$ cat config.mk
export PLATFORM = sky130hd
export DESIGN_NAME = multi_uart_nch
export DESIGN_NICKNAME = d
export VERILOG_FILES = /design/src/rtl/multi_uart_pkg.sv /design/src/rtl/uart_chan_n.sv /design/src/rtl/multi_uart_nch.sv
export SDC_FILE = /design/constraint.sdc
export NUM_CORES = 1
export LEC_CHECK = 0
export CAP_MARGIN = 20
export CORE_ASPECT_RATIO = 1.1
export CORE_MARGIN = 4
export CORE_UTILIZATION = 40
export DETAILED_ROUTE_END_ITERATION = 7
export PLACE_DENSITY = 0.56
export SLEW_MARGIN = 20
export SYNTH_ARGS = -nofsm -noshare
export SYNTH_HDL_FRONTEND = slang
export SYNTH_HIERARCHICAL = 1
export SYNTH_SLANG_ARGS = --single-unit
export TNS_END_PERCENT = 30
$ cat constraint.sdc
create_clock -name clk -period 3.9 [get_ports clk]
set_clock_uncertainty 0.1 [all_clocks]
set_input_delay 0.78 -clock clk [delete_from_list [all_inputs] [get_ports clk]]
set_output_delay 0.78 -clock clk [all_outputs]
set_load 0.03 [all_outputs]
$ cat src/rtl/multi_uart_pkg.sv
// Shared types and helpers for the N-channel UART array.
package multi_uart_pkg;

  typedef enum logic [2:0] {
    TX_IDLE,
    TX_START,
    TX_DATA,
    TX_PARITY,
    TX_STOP
  } tx_state_t;

  typedef enum logic [2:0] {
    RX_IDLE,
    RX_START,
    RX_DATA,
    RX_PARITY,
    RX_STOP,
    RX_WAIT_IDLE
  } rx_state_t;

  // Widest supported data word; narrower words are zero-extended for parity.
  localparam int unsigned MAX_DATA_BITS = 9;
  // Start plus stop bit surrounding the data and optional parity bit.
  localparam int unsigned FRAME_OVERHEAD = 2;

  // Bit times per frame: start + data + parity + stop.
  function automatic int unsigned frame_bits(input int unsigned data_bits,
                                             input int unsigned parity_en);
    return FRAME_OVERHEAD + data_bits + parity_en;
  endfunction

  // Parity bit that makes the total number of ones even (odd when odd=1).
  function automatic logic calc_parity(input logic [MAX_DATA_BITS-1:0] data,
                                       input logic odd);
    return (^data) ^ odd;
  endfunction

endpackage

$ cat src/rtl/uart_chan_n.sv
// One UART channel: valid/ready TX FSM and mid-bit sampling RX FSM, both
// paced by the shared oversampling tick.
//
// TX state | meaning
// IDLE     | line high, ready for a word
// START    | driving start bit (0)
// DATA     | shifting data out LSB first
// PARITY   | driving parity bit
// STOP     | driving stop bit (1)
//
// RX state  | meaning
// IDLE      | waiting for a low line on a tick
// START     | counting to mid start bit to confirm it
// DATA      | sampling data bits at mid-bit
// PARITY    | sampling parity bit
// STOP      | sampling stop bit, delivering the word
// WAIT_IDLE | break/framing error, waiting for line high
module uart_chan_n
  import multi_uart_pkg::*;
#(
  parameter int DATA_BITS  = 8,
  parameter int OVERSAMPLE = 16,
  parameter int PARITY_EN  = 0,
  parameter int PARITY_ODD = 0
) (
  input  logic                 clk,
  input  logic                 rst,
  input  logic                 tick,
  input  logic                 rx,
  input  logic                 tx_valid,
  input  logic [DATA_BITS-1:0] tx_data,
  output logic                 tx_ready,
  output logic                 tx,
  output logic                 rx_valid,
  output logic [DATA_BITS-1:0] rx_data,
  output logic                 rx_frame_err,
  output logic                 rx_parity_err
);

  localparam int OS_W = $clog2(OVERSAMPLE);
  localparam int BI_W = $clog2(DATA_BITS + 1);
  localparam logic [OS_W-1:0] OS_LAST   = OS_W'(OVERSAMPLE - 1);
  localparam logic [OS_W-1:0] HALF_LAST = OS_W'(OVERSAMPLE / 2 - 2);
  localparam logic [BI_W-1:0] BIT_LAST  = BI_W'(DATA_BITS - 1);
  localparam logic PAR_ODD = (PARITY_ODD != 0);
  localparam logic PAR_ON  = (PARITY_EN != 0);

  tx_state_t tx_st_q, tx_st_d;
  logic [OS_W-1:0] tx_cnt_q, tx_cnt_d;
  logic [BI_W-1:0] tx_bit_q, tx_bit_d;
  logic [DATA_BITS-1:0] tx_sh_q, tx_sh_d;
  logic tx_par_q, tx_par_d;
  logic tx_bit_end;

  rx_state_t rx_st_q, rx_st_d;
  logic [OS_W-1:0] rx_cnt_q, rx_cnt_d;
  logic [BI_W-1:0] rx_bit_q, rx_bit_d;
  logic [DATA_BITS-1:0] rx_sh_q, rx_sh_d;
  logic rx_par_q, rx_par_d;
  logic rx_meta_q, rx_sync_q;
  logic rx_valid_q, rx_valid_d;
  logic [DATA_BITS-1:0] rx_data_q, rx_data_d;
  logic rx_fe_q, rx_fe_d, rx_pe_q, rx_pe_d;

  // Ready only while idle and out of reset.
  assign tx_ready = (tx_st_q == TX_IDLE) && rst;

  // TX next state, bit timing and serial output.
  always_comb begin
    tx_st_d    = tx_st_q;
    tx_cnt_d   = tx_cnt_q;
    tx_bit_d   = tx_bit_q;
    tx_sh_d    = tx_sh_q;
    tx_par_d   = tx_par_q;
    tx         = 1'b1;
    tx_bit_end = tick && (tx_cnt_q == OS_LAST);
    if (tick) tx_cnt_d = tx_bit_end ? '0 : tx_cnt_q + OS_W'(1);
    unique case (tx_st_q)
      TX_IDLE: begin
        tx_cnt_d = '0;
        if (tx_valid && tx_ready) begin
          tx_st_d  = TX_START;
          tx_sh_d  = tx_data;
          tx_par_d = calc_parity(MAX_DATA_BITS'(tx_data), PAR_ODD);
          tx_bit_d = '0;
        end
      end
      TX_START: begin
        tx = 1'b0;
        if (tx_bit_end) tx_st_d = TX_DATA;
      end
      TX_DATA: begin
        tx = tx_sh_q[0];
        if (tx_bit_end) begin
          tx_sh_d = tx_sh_q >> 1;
          if (tx_bit_q == BIT_LAST) tx_st_d = PAR_ON ? TX_PARITY : TX_STOP;
          else tx_bit_d = tx_bit_q + BI_W'(1);
        end
      end
      TX_PARITY: begin
        tx = tx_par_q;
        if (tx_bit_end) tx_st_d = TX_STOP;
      end
      TX_STOP: begin
        if (tx_bit_end) tx_st_d = TX_IDLE;
      end
      default: tx_st_d = TX_IDLE;
    endcase
  end

  // RX next state: start confirmation, mid-bit sampling, word delivery.
  always_comb begin
    rx_st_d    = rx_st_q;
    rx_cnt_d   = rx_cnt_q;
    rx_bit_d   = rx_bit_q;
    rx_sh_d    = rx_sh_q;
    rx_par_d   = rx_par_q;
    rx_valid_d = 1'b0;
    rx_data_d  = rx_data_q;
    rx_fe_d    = rx_fe_q;
    rx_pe_d    = rx_pe_q;
    unique case (rx_st_q)
      RX_IDLE: begin
        if (tick && !rx_sync_q) begin
          rx_st_d  = RX_START;
          rx_cnt_d = '0;
        end
      end
      RX_START: begin
        if (tick) begin
          if (rx_cnt_q == HALF_LAST) begin
            rx_cnt_d = '0;
            rx_bit_d = '0;
            rx_st_d  = rx_sync_q ? RX_IDLE : RX_DATA;
          end else begin
            rx_cnt_d = rx_cnt_q + OS_W'(1);
          end
        end
      end
      RX_DATA: begin
        if (tick) begin
          if (rx_cnt_q == OS_LAST) begin
            rx_cnt_d = '0;
            rx_sh_d  = {rx_sync_q, rx_sh_q[DATA_BITS-1:1]};
            if (rx_bit_q == BIT_LAST) rx_st_d = PAR_ON ? RX_PARITY : RX_STOP;
            else rx_bit_d = rx_bit_q + BI_W'(1);
          end else begin
            rx_cnt_d = rx_cnt_q + OS_W'(1);
          end
        end
      end
      RX_PARITY: begin
        if (tick) begin
          if (rx_cnt_q == OS_LAST) begin
            rx_cnt_d = '0;
            rx_par_d = rx_sync_q;
            rx_st_d  = RX_STOP;
          end else begin
            rx_cnt_d = rx_cnt_q + OS_W'(1);
          end
        end
      end
      RX_STOP: begin
        if (tick) begin
          if (rx_cnt_q == OS_LAST) begin
            rx_cnt_d   = '0;
            rx_valid_d = 1'b1;
            rx_data_d  = rx_sh_q;
            rx_fe_d    = !rx_sync_q;
            rx_pe_d    = PAR_ON &&
                         (rx_par_q != calc_parity(MAX_DATA_BITS'(rx_sh_q), PAR_ODD));
            rx_st_d    = rx_sync_q ? RX_IDLE : RX_WAIT_IDLE;
          end else begin
            rx_cnt_d = rx_cnt_q + OS_W'(1);
          end
        end
      end
      RX_WAIT_IDLE: begin
        if (rx_sync_q) rx_st_d = RX_IDLE;
      end
      default: rx_st_d = RX_IDLE;
    endcase
  end

  // State, synchroniser and output registers; reset aborts any frame.
  always_ff @(posedge clk) begin
    if (!rst) begin
      tx_st_q    <= TX_IDLE;
      tx_cnt_q   <= '0;
      tx_bit_q   <= '0;
      tx_sh_q    <= '0;
      tx_par_q   <= 1'b0;
      rx_st_q    <= RX_IDLE;
      rx_cnt_q   <= '0;
      rx_bit_q   <= '0;
      rx_sh_q    <= '0;
      rx_par_q   <= 1'b0;
      rx_meta_q  <= 1'b1;
      rx_sync_q  <= 1'b1;
      rx_valid_q <= 1'b0;
      rx_data_q  <= '0;
      rx_fe_q    <= 1'b0;
      rx_pe_q    <= 1'b0;
    end else begin
      tx_st_q    <= tx_st_d;
      tx_cnt_q   <= tx_cnt_d;
      tx_bit_q   <= tx_bit_d;
      tx_sh_q    <= tx_sh_d;
      tx_par_q   <= tx_par_d;
      rx_st_q    <= rx_st_d;
      rx_cnt_q   <= rx_cnt_d;
      rx_bit_q   <= rx_bit_d;
      rx_sh_q    <= rx_sh_d;
      rx_par_q   <= rx_par_d;
      rx_meta_q  <= rx;
      rx_sync_q  <= rx_meta_q;
      rx_valid_q <= rx_valid_d;
      rx_data_q  <= rx_data_d;
      rx_fe_q    <= rx_fe_d;
      rx_pe_q    <= rx_pe_d;
    end
  end

  assign rx_valid      = rx_valid_q;
  assign rx_data       = rx_data_q;
  assign rx_frame_err  = rx_fe_q;
  assign rx_parity_err = rx_pe_q;

endmodule

$ cat src/rtl/multi_uart_nch.sv
// N-channel UART array: one shared runtime-divisor tick generator feeding
// NUM_CH independent channels.
module multi_uart_nch
  import multi_uart_pkg::*;
#(
  parameter int NUM_CH     = 4,
  parameter int DATA_BITS  = 8,
  parameter int OVERSAMPLE = 16,
  parameter int DIV_W      = 16,
  parameter int PARITY_EN  = 0,
  parameter int PARITY_ODD = 0
) (
  input  logic                          clk,
  input  logic                          rst,
  input  logic [DIV_W-1:0]              baud_div,
  input  logic [NUM_CH-1:0]             rx,
  input  logic [NUM_CH-1:0]             tx_valid,
  input  logic [NUM_CH*DATA_BITS-1:0]   tx_data,
  output logic [NUM_CH-1:0]             tx_ready,
  output logic [NUM_CH-1:0]             tx,
  output logic [NUM_CH-1:0]             rx_valid,
  output logic [NUM_CH*DATA_BITS-1:0]   rx_data,
  output logic [NUM_CH-1:0]             rx_frame_err,
  output logic [NUM_CH-1:0]             rx_parity_err
);

  logic [DIV_W-1:0] div_cnt_q, div_cnt_d;
  logic tick;

  // Tick when the counter reaches the divisor; >= lets a lowered divisor act at once.
  always_comb begin
    tick      = (div_cnt_q >= baud_div);
    div_cnt_d = tick ? '0 : div_cnt_q + DIV_W'(1);
  end

  // Divider counter register.
  always_ff @(posedge clk) begin
    if (!rst) div_cnt_q <= '0;
    else      div_cnt_q <= div_cnt_d;
  end

  for (genvar g = 0; g < NUM_CH; g++) begin : g_chan
    uart_chan_n #(
      .DATA_BITS (DATA_BITS),
      .OVERSAMPLE(OVERSAMPLE),
      .PARITY_EN (PARITY_EN),
      .PARITY_ODD(PARITY_ODD)
    ) u_chan (
      .clk          (clk),
      .rst          (rst),
      .tick         (tick),
      .rx           (rx[g]),
      .tx_valid     (tx_valid[g]),
      .tx_data      (tx_data[g*DATA_BITS +: DATA_BITS]),
      .tx_ready     (tx_ready[g]),
      .tx           (tx[g]),
      .rx_valid     (rx_valid[g]),
      .rx_data      (rx_data[g*DATA_BITS +: DATA_BITS]),
      .rx_frame_err (rx_frame_err[g]),
      .rx_parity_err(rx_parity_err[g])
    );
  end

endmodule

==> impl_table.tex, run 1 <==
\begin{tabular}{lr}
\hline
Metric & Value \\
\hline
\multicolumn{2}{l}{\textbf{Run status}} \\
\quad Status & finished, final reports clean \\
\multicolumn{2}{l}{\textbf{Drt}} \\
\quad Total met3 wirelength after detailed routing & 1.01 mm \\
\quad Count of unresolved DRC violations after routing & 0 \\
\quad Metal1 wirelength & 11.6 mm \\
\quad Average wire length per cell after detail routing & 13.5 um \\
\quad Routed Antenna Nets & 0 \\
\quad Highest metal used & met4 \\
\quad Final Routed Wirelength & 23.4 mm \\
\quad Average via count per standard cell & 5.20 \\
\quad Met2 wire len & 10.4 mm \\
\quad First-iteration detailed-routing DRC count & 469 \\
\quad First-pass DRT Iterations & 4 \\
\quad Routed vias & 9026 \\
\multicolumn{2}{l}{\textbf{Min path}} \\
\quad HP Class & flop to flop \\
\quad Hold endpoint & g\_chan[2].u\_chan/rx\_sync\_q\$\_SDFF\_PN1\_ \\
\quad Cell depth of the worst hold path & 1 \\
\quad Beginning of the worst hold path & g\_chan[2].u\_chan/rx\_meta\_q\$\_SDFF\_PN1\_ \\
\multicolumn{2}{l}{\textbf{Place}} \\
\quad Number of buffer cells added on primary ports & 105 \\
\quad HPWL after DPL & 16.2 mm \\
\quad Area after detailed placement & 12400 um2 \\
\quad Pre-CTS setup slack & 0.0192 ns \\
\quad Placer's final routability congestion estimate & 0.772 \\
\multicolumn{2}{l}{\textbf{Clock network}} \\
\quad Number of buffers on the longest clock path & 3 \\
\quad Post-cts gate resize count & 0 \\
\quad Clock tree from TritonCTS & built \\
\quad CTS buffer count & 26 \\
\quad Clk\_lat worst skew & 0.52 ns \\
\quad Clock slew at reported path FFs & 0.05 ns \\
\quad Master cell of the clock root buffer & clkbuf\_16 \\
\quad \# clock sinks & 220 \\
\quad Hold-fix buffer count after cts & 0 \\
\quad Post-CTS repair timing setup buffer count & 0 \\
\quad Max H-tree Level & 1 \\
\multicolumn{2}{l}{\textbf{Logic synthesis}} \\
\quad Post-Synthesis Cells & 1269 \\
\quad Top FF cell, synth & dfxtp\_1 \\
\quad Number of flip-flops and latches in the synthesized netlist & 220 \\
\quad Post-synth EDFFs & 0 \\
\quad Post-Synthesis Mean Instance Area & 8.66 um2 \\
\quad Yosys cell types & 86 \\
\quad Summed instance area of the synthesized netlist & 11000 um2 \\
\quad Post-synth top area share & 40.1\% \\
\quad Synth Warn \# & 6 \\
\quad Async set or reset register ratio after synthesis & 0\% \\
\quad Main area contributors after synthesis & dfxtp\_1, mux2i\_1, nor2\_1, nand2\_1, ha\_1 \\
\quad Sequential element share of the synthesized area & 40.1\% \\
\quad Number of nets in the synthesized netlist & 1364 \\
\quad Synth area leader & dfxtp\_1 \\
\multicolumn{2}{l}{\textbf{Worst setup path}} \\
\quad Worst Setup Path Type & input pin to flop \\
\quad Required @ worst endpoint & 4.25 ns \\
\quad Worst reg-to-reg setup slack & 0.90 ns \\
\quad Critical path endpoint category & flop \\
\quad Critical path startpoint category & input pin \\
\quad Critical-path maximum fanout & 26 \\
\quad Arrival time reported for the critical path endpoint & 3.73 ns \\
\quad R2r worst-path depth & 11 \\
\quad Origin of the critical flop-to-flop path & div\_cnt\_q[13]\$\_SDFF\_PP0\_ \\
\quad Endpoint of the lowest-slack register-to-register path & g\_chan[3].u\_chan/rx\_bit\_q[1]\$\_SDFFE\_PN0P\_ \\
\multicolumn{2}{l}{\textbf{Power and ir drop}} \\
\quad Power per cell area & 391 nW/um2 \\
\quad Standby leakage power & 4.72 nW \\
\quad Worst vdd ir & 276 uV \\
\multicolumn{2}{l}{\textbf{Floorplanning}} \\
\quad Core region area & 27000 um2 \\
\quad Horiz. Die Dim & 166 um \\
\quad Die extent in y & 182 um \\
\quad Count of pins on the block boundary & 110 \\
\quad Number of standard-cell rows in the floorplan & 63 \\
\quad Die area & 30200 um2 \\
\quad Starting utilization of the core area & 40.6\% \\
\multicolumn{2}{l}{\textbf{STA}} \\
\quad Tightest slew margin relative to the limit & 36.5\% \\
\quad Minimum clock period after layout & 3.38 ns \\
\quad Final count of pins violating max slew & 0 \\
\quad Final setup TNS & 0 ns \\
\quad Least setup slack across all paths after layout & 0.516 ns \\
\quad Fin Hold WS & 0.304 ns \\
\quad Fraction of the cycle the final worst path needs & 86.8\% \\
\quad RSZ-0062 raised after global routing & no \\
\quad Count of final hold-check violations & 0 \\
\quad Slew of the pin with the lowest slew margin & 0.939 ns \\
\quad Timing-limited maximum frequency & 0.295 GHz \\
\quad \# setup viols final & 0 \\
\multicolumn{2}{l}{\textbf{GRT}} \\
\quad First-pass GRT wire length & 40.6 mm \\
\quad Largest net degree at the start of global routing & 38 \\
\quad Initial antenna violation count & 0 \\
\quad Vias in the first global route & 8526 \\
\quad Overflow after GRT & 0 \\
\quad GRT Total Usage & 15.0\% \\
\multicolumn{2}{l}{\textbf{Final layout}} \\
\quad Post-layout net count & 1456 \\
\quad Layout cells sized above 1 & 8.85\% \\
\quad Antenna diode count & 0 \\
\quad Area growth from synthesis to final layout & 20.9\% \\
\quad Post-route design area & 13300 um2 \\
\multicolumn{2}{l}{\textbf{Run}} \\
\quad Total of max-cap violations & 0 \\
\hline
\end{tabular}
state kept, by name, summed over array words and instances (netlist names), 16 cells and up:
| signal | flops |
|---|---|
| g_chan.u_chan/rx_cnt_q | 16 |
| g_chan.u_chan/rx_bit_q | 16 |
| g_chan.u_chan/rx_sh_q | 32 |
| div_cnt_q | 16 |
| g_chan.u_chan/tx_cnt_q | 16 |
| g_chan.u_chan/tx_sh_q | 32 |
| g_chan.u_chan/tx_bit_q | 16 |
| g_chan.u_chan/rx_data | 32 |
final cells by class:
class / instances / area [um2]
Clock buffer: 36 / 749
Sequential cell: 220 / 4400
Fill cell: 2650 / 13800
Multi-Input combinational cell: 930 / 6040
Tap cell: 357 / 447
Clock inverter: 9 / 158
Inverter: 47 / 176
Timing Repair Buffer: 136 / 1310
kinds of logic (layout without fill, tap and decap cells):
family,count (synthesis),in the layout,share of synthesized area [%]
AO/OA/AOI/OAI,238,238,15.0
buffers and inverters,119,228,4.96
flip-flops,220,220,40.1
other,4,4,0.137
AND/OR/NAND/NOR,528,528,24.9
adder cells (fa/ha/maj),37,37,4.21
XOR/XNOR,50,50,3.98
multiplexers,73,73,6.66
synth_stat cells (all sizes together), types with 21 or more instances:
library cell  instances
ha                   37
nor2                160
nor3                 30
nand4                21
mux2i                72
dfxtp               220
buf                  29
o21ai                31
nand2               124
inv                  47
a21oi                93
nand2b               21
xnor2                38
clkbuf               43
a311oi               30
nand3                57
power by group:
part	leakage [nW]	internal [mW]	switching (mW)
sequential	1.78	2.29	0.0275
combinational	2.50	0.165	0.183
clock	0.437	1.60	0.926
worst max-delay path by stage:
stage | startpoint | cells after the start | endpoint
2_1_floorplan | baud_div[6] | 14 | g_chan[1].u_chan/tx_sh_q[7]$_SDFFE_PN0P_
4_1_cts | baud_div[13] | 13 | g_chan[3].u_chan/rx_bit_q[1]$_SDFFE_PN0P_
6_report | baud_div[13] | 13 | g_chan[3].u_chan/rx_bit_q[1]$_SDFFE_PN0P_
3_3_place_gp | baud_div[13] | 13 | g_chan[3].u_chan/rx_bit_q[1]$_SDFFE_PN0P_
5_1_grt | baud_div[13] | 13 | g_chan[3].u_chan/rx_sh_q[4]$_SDFFE_PN0P_
3_5_place_dp | baud_div[15] | 13 | g_chan[3].u_chan/rx_bit_q[1]$_SDFFE_PN0P_
stage by stage:
stage,instances,util [%],power (mW)
CTS,1735,49.1,5.29
global route,1735,49.1,5.42
floorplan,1269,-,2.58
detailed placement,1690,45.8,2.71
global placement,1690,45.8,2.71
finish,1735,49.1,5.19
placed cells by master, fill, tap and decap left out, types with 6 or more instances in the layout:
master and n:
nor2b_1 7, xnor2_1 38, nor3b_1 10, nor2_1 155, o31ai_1 9, and4_1 6, or3_1 15, nand3_1 57
nand2b_1 20, buf_4 30, dfxtp_1 220, or4_1 11, a21o_1 7, a311oi_1 30, or3b_1 7, ha_1 37
nand3b_1 11, nor3_1 29, inv_1 46, xor2_1 12, clkdlybuf4s50_1 102, nand4_1 20, and3b_1 7, o2111ai_1 7
clkbuf_16 27, o211ai_1 7, o21ai_1 7, mux2i_1 72, o21ai_0 24, nand2_1 124, a21oi_1 89
routing by layer:
metal,track usage (%),vias up
li1,-,4698
met1,21.0,4159
met2,24.4,142
met3,2.77,27
met4,3.43,0
met5,0,-
worst max-delay path, cell delays in order:
cell             delay (ns)
clkdlybuf4s50_1        0.46
inv_1                  0.04
ha_1                   0.29
nand4_1                0.20
nor2_1                 0.22
a31oi_1                0.14
nand4_1                0.16
buf_12                 0.19
buf_4                  0.18
nand4_1                0.18
nor2_1                 0.58
nand3b_1               0.13
a21oi_1                0.16
Power figures use the tool's default switching activity.
==> run 2: changes to the inputs <==
--- a/config.mk
+++ b/config.mk
@@ -9,6 +9,7 @@
 export CORE_ASPECT_RATIO = 1.1
 export CORE_MARGIN = 4
 export CORE_UTILIZATION = 40
+export CTS_CLUSTER_SIZE = 25
 export DETAILED_ROUTE_END_ITERATION = 7
 export PLACE_DENSITY = 0.56
 export SLEW_MARGIN = 20
==> results of run 2 <==
The final DEF is identical to that of run 1; final timing and power are the same.
==> run 3: changes to the inputs <==
--- a/config.mk
+++ b/config.mk
@@ -9,12 +9,12 @@
 export CORE_ASPECT_RATIO = 1.1
 export CORE_MARGIN = 4
 export CORE_UTILIZATION = 40
+export CTS_BUF_LIST = sky130_fd_sc_hd__clkbuf_4 sky130_fd_sc_hd__clkbuf_8
 export CTS_CLUSTER_SIZE = 25
 export DETAILED_ROUTE_END_ITERATION = 7
 export PLACE_DENSITY = 0.56
 export SLEW_MARGIN = 20
 export SYNTH_ARGS = -nofsm -noshare
 export SYNTH_HDL_FRONTEND = slang
-export SYNTH_HIERARCHICAL = 1
 export SYNTH_SLANG_ARGS = --single-unit
 export TNS_END_PERCENT = 30
==> run 3 against run 2 <==
Effect of this change: non-clock buffer count is the same; clock power shrank 8.7%; routed wire length grew 7.2%; largest power group is now sequential cells; sequential cell count is the same; final cell count grew 1.8%; critical endpoint is now g_chan[1].u_chan.rx_cnt_q[3]$_SDFFE_PN0P_; via count grew 4.1%; fmax grew 5.1%; clock-buffer cell count grew 29; combinational power shrank 2%.
==> impl_table.tex, run 3 <==
\begin{tabular}{lr}
\hline
Metric & Value \\
\hline
\multicolumn{2}{l}{\textbf{Final layout}} \\
\quad Commonest non-fill, non-tap cells in the layout & dfxtp\_1, nand2\_1, nor2\_1 (was dfxtp\_1, nor2\_1, nand2\_1) \\
\quad Antenna diode count & 0 (unchanged) \\
\quad Most frequent standard cell in the layout excluding fill and tap cells & dfxtp\_1 (unchanged) \\
\quad Post-route design area & 13400 um2 (was 13300 um2) \\
\quad Core Util, Final & 48.4\% (was 49.1\%) \\
\quad Post-layout net count & 1469 (was 1456) \\
\quad Layout cells sized above 1 & 10.8\% (was 8.85\%) \\
\quad Area growth from synthesis to final layout & 19.7\% (was 20.9\%) \\
\quad Count of non-filler cells in the finished layout & 1766 (was 1735) \\
\multicolumn{2}{l}{\textbf{STA}} \\
\quad Slew of the pin with the lowest slew margin & 0.767 ns (was 0.939 ns) \\
\quad Least setup slack across all paths after layout & 0.680 ns (was 0.516 ns) \\
\quad Final setup TNS & 0 ns (unchanged) \\
\quad Minimum clock period after layout & 3.22 ns (was 3.38 ns) \\
\quad \# setup viols final & 0 (unchanged) \\
\quad Tightest slew margin relative to the limit & 48.4\% (was 36.5\%) \\
\quad Timing-limited maximum frequency & 0.311 GHz (was 0.295 GHz) \\
\quad Final count of pins violating max slew & 0 (unchanged) \\
\quad RSZ-0062 raised after global routing & no (unchanged) \\
\quad Fin Hold WS & 0.315 ns (was 0.304 ns) \\
\quad Fraction of the cycle the final worst path needs & 82.6\% (was 86.8\%) \\
\quad Count of final hold-check violations & 0 (unchanged) \\
\multicolumn{2}{l}{\textbf{Floorplanning}} \\
\quad Count of pins on the block boundary & 110 (unchanged) \\
\quad Horiz. Die Dim & 168 um (was 166 um) \\
\quad Number of standard-cell rows in the floorplan & 64 (was 63) \\
\quad Die extent in y & 184 um (was 182 um) \\
\quad Die area & 30800 um2 (was 30200 um2) \\
\quad Starting utilization of the core area & 40.5\% (was 40.6\%) \\
\quad Core region area & 27700 um2 (was 27000 um2) \\
\multicolumn{2}{l}{\textbf{Run status}} \\
\quad Status & finished, final reports clean (unchanged) \\
\multicolumn{2}{l}{\textbf{Logic synthesis}} \\
\quad Synth area leader & dfxtp\_1 (unchanged) \\
\quad Synth Warn \# & 0 (was 6) \\
\quad Async set or reset register ratio after synthesis & 0\% (unchanged) \\
\quad Summed instance area of the synthesized netlist & 11200 um2 (was 11000 um2) \\
\quad Post-Synthesis Cells & 1285 (was 1269) \\
\quad Most frequent cell after synthesis & dfxtp\_1 (unchanged) \\
\quad Post-synth top area share & 39.3\% (was 40.1\%) \\
\quad Sequential element share of the synthesized area & 39.3\% (was 40.1\%) \\
\quad Post-Synthesis Mean Instance Area & 8.72 um2 (was 8.66 um2) \\
\quad Most numerous cell types in the synthesized netlist & dfxtp\_1, nand2\_1, nor2\_1 (was dfxtp\_1, nor2\_1, nand2\_1) \\
\quad Post-synth EDFFs & 0 (unchanged) \\
\quad Yosys cell types & 82 (was 86) \\
\quad Number of flip-flops and latches in the synthesized netlist & 220 (unchanged) \\
\quad Top FF cell, synth & dfxtp\_1 (unchanged) \\
\quad Main area contributors after synthesis & dfxtp\_1, mux2i\_1, nand2\_1, ha\_1, nor2\_1 (was dfxtp\_1, mux2i\_1, nor2\_1, nand2\_1, ha\_1) \\
\multicolumn{2}{l}{\textbf{Worst setup path}} \\
\quad Worst Setup Path Type & input pin to flop (unchanged) \\
\quad Crit. Startpoint & baud\_div[14] (was baud\_div[13]) \\
\quad Arrival time reported for the critical path endpoint & 3.55 ns (was 3.73 ns) \\
\quad Endpoint of the lowest-slack register-to-register path & g\_chan[0].u\_chan.rx\_cnt\_q[3]\$\_SDFFE\_PN0P\_ (was g\_chan[3].u\_chan/rx\_bit\_q[1]\$\_SDFFE\_PN0P\_) \\
\quad Origin of the critical flop-to-flop path & div\_cnt\_q[0]\$\_SDFF\_PP0\_ (was div\_cnt\_q[13]\$\_SDFF\_PP0\_) \\
\quad R2r worst-path depth & 10 (was 11) \\
\quad Worst setup path endpoint & g\_chan[1].u\_chan.rx\_cnt\_q[3]\$\_SDFFE\_PN0P\_ (was g\_chan[3].u\_chan/rx\_bit\_q[1]\$\_SDFFE\_PN0P\_) \\
\quad Critical path endpoint category & flop (unchanged) \\
\quad Worst reg-to-reg setup slack & 1.05 ns (was 0.90 ns) \\
\quad Critical-path maximum fanout & 21 (was 26) \\
\quad Required @ worst endpoint & 4.23 ns (was 4.25 ns) \\
\quad Critical path startpoint category & input pin (unchanged) \\
\multicolumn{2}{l}{\textbf{GRT}} \\
\quad Overflow after GRT & 0 (unchanged) \\
\quad GRT Total Usage & 16.1\% (was 15.0\%) \\
\quad Initial antenna violation count & 0 (unchanged) \\
\quad First-pass GRT wire length & 43.1 mm (was 40.6 mm) \\
\quad Largest net degree at the start of global routing & 68 (was 38) \\
\quad Vias in the first global route & 8939 (was 8526) \\
\multicolumn{2}{l}{\textbf{Place}} \\
\quad Pre-CTS setup slack & 0.105 ns (was 0.0192 ns) \\
\quad Number of instances in the placed design & 1695 (was 1690) \\
\quad Placer's final routability congestion estimate & 0.771 (was 0.772) \\
\quad HPWL after DPL & 17.1 mm (was 16.2 mm) \\
\quad Number of buffer cells added on primary ports & 105 (unchanged) \\
\quad Area after detailed placement & 12500 um2 (was 12400 um2) \\
\multicolumn{2}{l}{\textbf{Min path}} \\
\quad Beginning of the worst hold path & g\_chan[2].u\_chan.rx\_meta\_q\$\_SDFF\_PN1\_ (was g\_chan[2].u\_chan/rx\_meta\_q\$\_SDFF\_PN1\_) \\
\quad HP Class & flop to flop (unchanged) \\
\multicolumn{2}{l}{\textbf{Power and ir drop}} \\
\quad Power per cell area & 370 nW/um2 (was 391 nW/um2) \\
\quad Power Total & 4.97 mW (was 5.19 mW) \\
\quad Worst vdd ir & 213 uV (was 276 uV) \\
\quad Standby leakage power & 4.89 nW (was 4.72 nW) \\
\multicolumn{2}{l}{\textbf{Drt}} \\
\quad Average via count per standard cell & 5.32 (was 5.20) \\
\quad Routed Antenna Nets & 0 (unchanged) \\
\quad First-pass DRT Iterations & 5 (was 4) \\
\quad Final Routed Wirelength & 25.1 mm (was 23.4 mm) \\
\quad Routed vias & 9396 (was 9026) \\
\quad Average wire length per cell after detail routing & 14.2 um (was 13.5 um) \\
\quad First-iteration detailed-routing DRC count & 502 (was 469) \\
\quad Count of unresolved DRC violations after routing & 0 (unchanged) \\
\multicolumn{2}{l}{\textbf{Clock network}} \\
\quad CTS buffer count & 40 (was 26) \\
\quad \# clock sinks & 220 (unchanged) \\
\quad Clock tree from TritonCTS & built (unchanged) \\
\quad Master cell of the clock root buffer & clkbuf\_8 (was clkbuf\_16) \\
\quad Post-cts gate resize count & 0 (unchanged) \\
\quad Post-CTS repair timing setup buffer count & 0 (unchanged) \\
\quad Number of buffers on the longest clock path & 3 (unchanged) \\
\quad Clk\_lat worst skew & 0.53 ns (was 0.52 ns) \\
\quad Clock slew at reported path FFs & 0.06 ns (was 0.05 ns) \\
\quad Hold-fix buffer count after cts & 0 (unchanged) \\
\quad Max H-tree Level & 2 (was 1) \\
\multicolumn{2}{l}{\textbf{Run}} \\
\quad Total of max-cap violations & 0 (unchanged) \\
\hline
\end{tabular}
-- run 3: cell count changes after synthesis, moves of 15 or more --
cell / before / now
o311a_1: 0 / 15
buf_4: 8 / 23
nor2_1: 155 / 108
o21ai_0: 24 / 74
a21oi_1: 89 / 60
a311oi_1: 30 / 9
-- run 3: where the power goes --
part	internal (mW)	total [mW]	leakage (nW)	switching, mW
combinational	0.166	0.341	2.65	0.175
clock	1.35	2.31	0.457	0.960
sequential	2.29	2.32	1.78	0.0294
-- run 3: worst max-delay path, cell delays in order --
cell             delay (ns)
clkdlybuf4s50_1        0.45
inv_1                  0.04
ha_1                   0.30
and4_1                 0.32
o211ai_2               0.16
o32a_4                 0.49
a211oi_2               0.54
o21ai_0                0.17
a31o_2                 0.27
-- run 3: routing by layer --
metal / global-route usage, % / vias up / wire length (um)
met5: 0 / - / 0
met4: 4.45 / 0 / 492
met1: 21.8 / 4403 / 12100
met2: 26.1 / 166 / 11400
met3: 3.42 / 47 / 1180
li1: - / 4780 / -
-- run 3: layout make-up --
| cell class | instances | area, um2 |
|---|---|---|
| fill | 2726 | 14300 |
| multi-input combinational | 928 | 6210 |
| sequential | 220 | 4400 |
| timing repair buffer | 136 | 1300 |
| clock buffer | 65 | 832 |
| tap | 363 | 454 |
| inverter | 48 | 180 |
| clock inverter | 6 | 35.0 |
-- run 3: kinds of logic after synthesis --
| family | count (synthesis) | synth area share [%] |
|---|---|---|
| compound gates | 288 | 18.4 |
| simple gates | 461 | 20.6 |
| xor+xnor | 46 | 3.59 |
| flops | 220 | 39.3 |
| other cells | 1 | 0.0335 |
| mux | 92 | 8.29 |
| fa+ha+maj | 37 | 4.13 |
| buf+inv | 140 | 5.67 |
-- run 3: worst min path at each step --
stage	endpoint	slack [ns]	cells past startpoint
finish	g_chan[2].u_chan.rx_sync_q$_SDFF_PN1_	0.31	1
global route	g_chan[0].u_chan.rx_sync_q$_SDFF_PN1_	0.34	1
CTS	g_chan[2].u_chan.rx_sync_q$_SDFF_PN1_	0.32	1
detailed placement	g_chan[3].u_chan.rx_sync_q$_SDFF_PN1_	0.30	1
global placement	g_chan[3].u_chan.rx_sync_q$_SDFF_PN1_	0.30	1
floorplan	g_chan[0].u_chan.rx_sync_q$_SDFF_PN1_	0.29	1
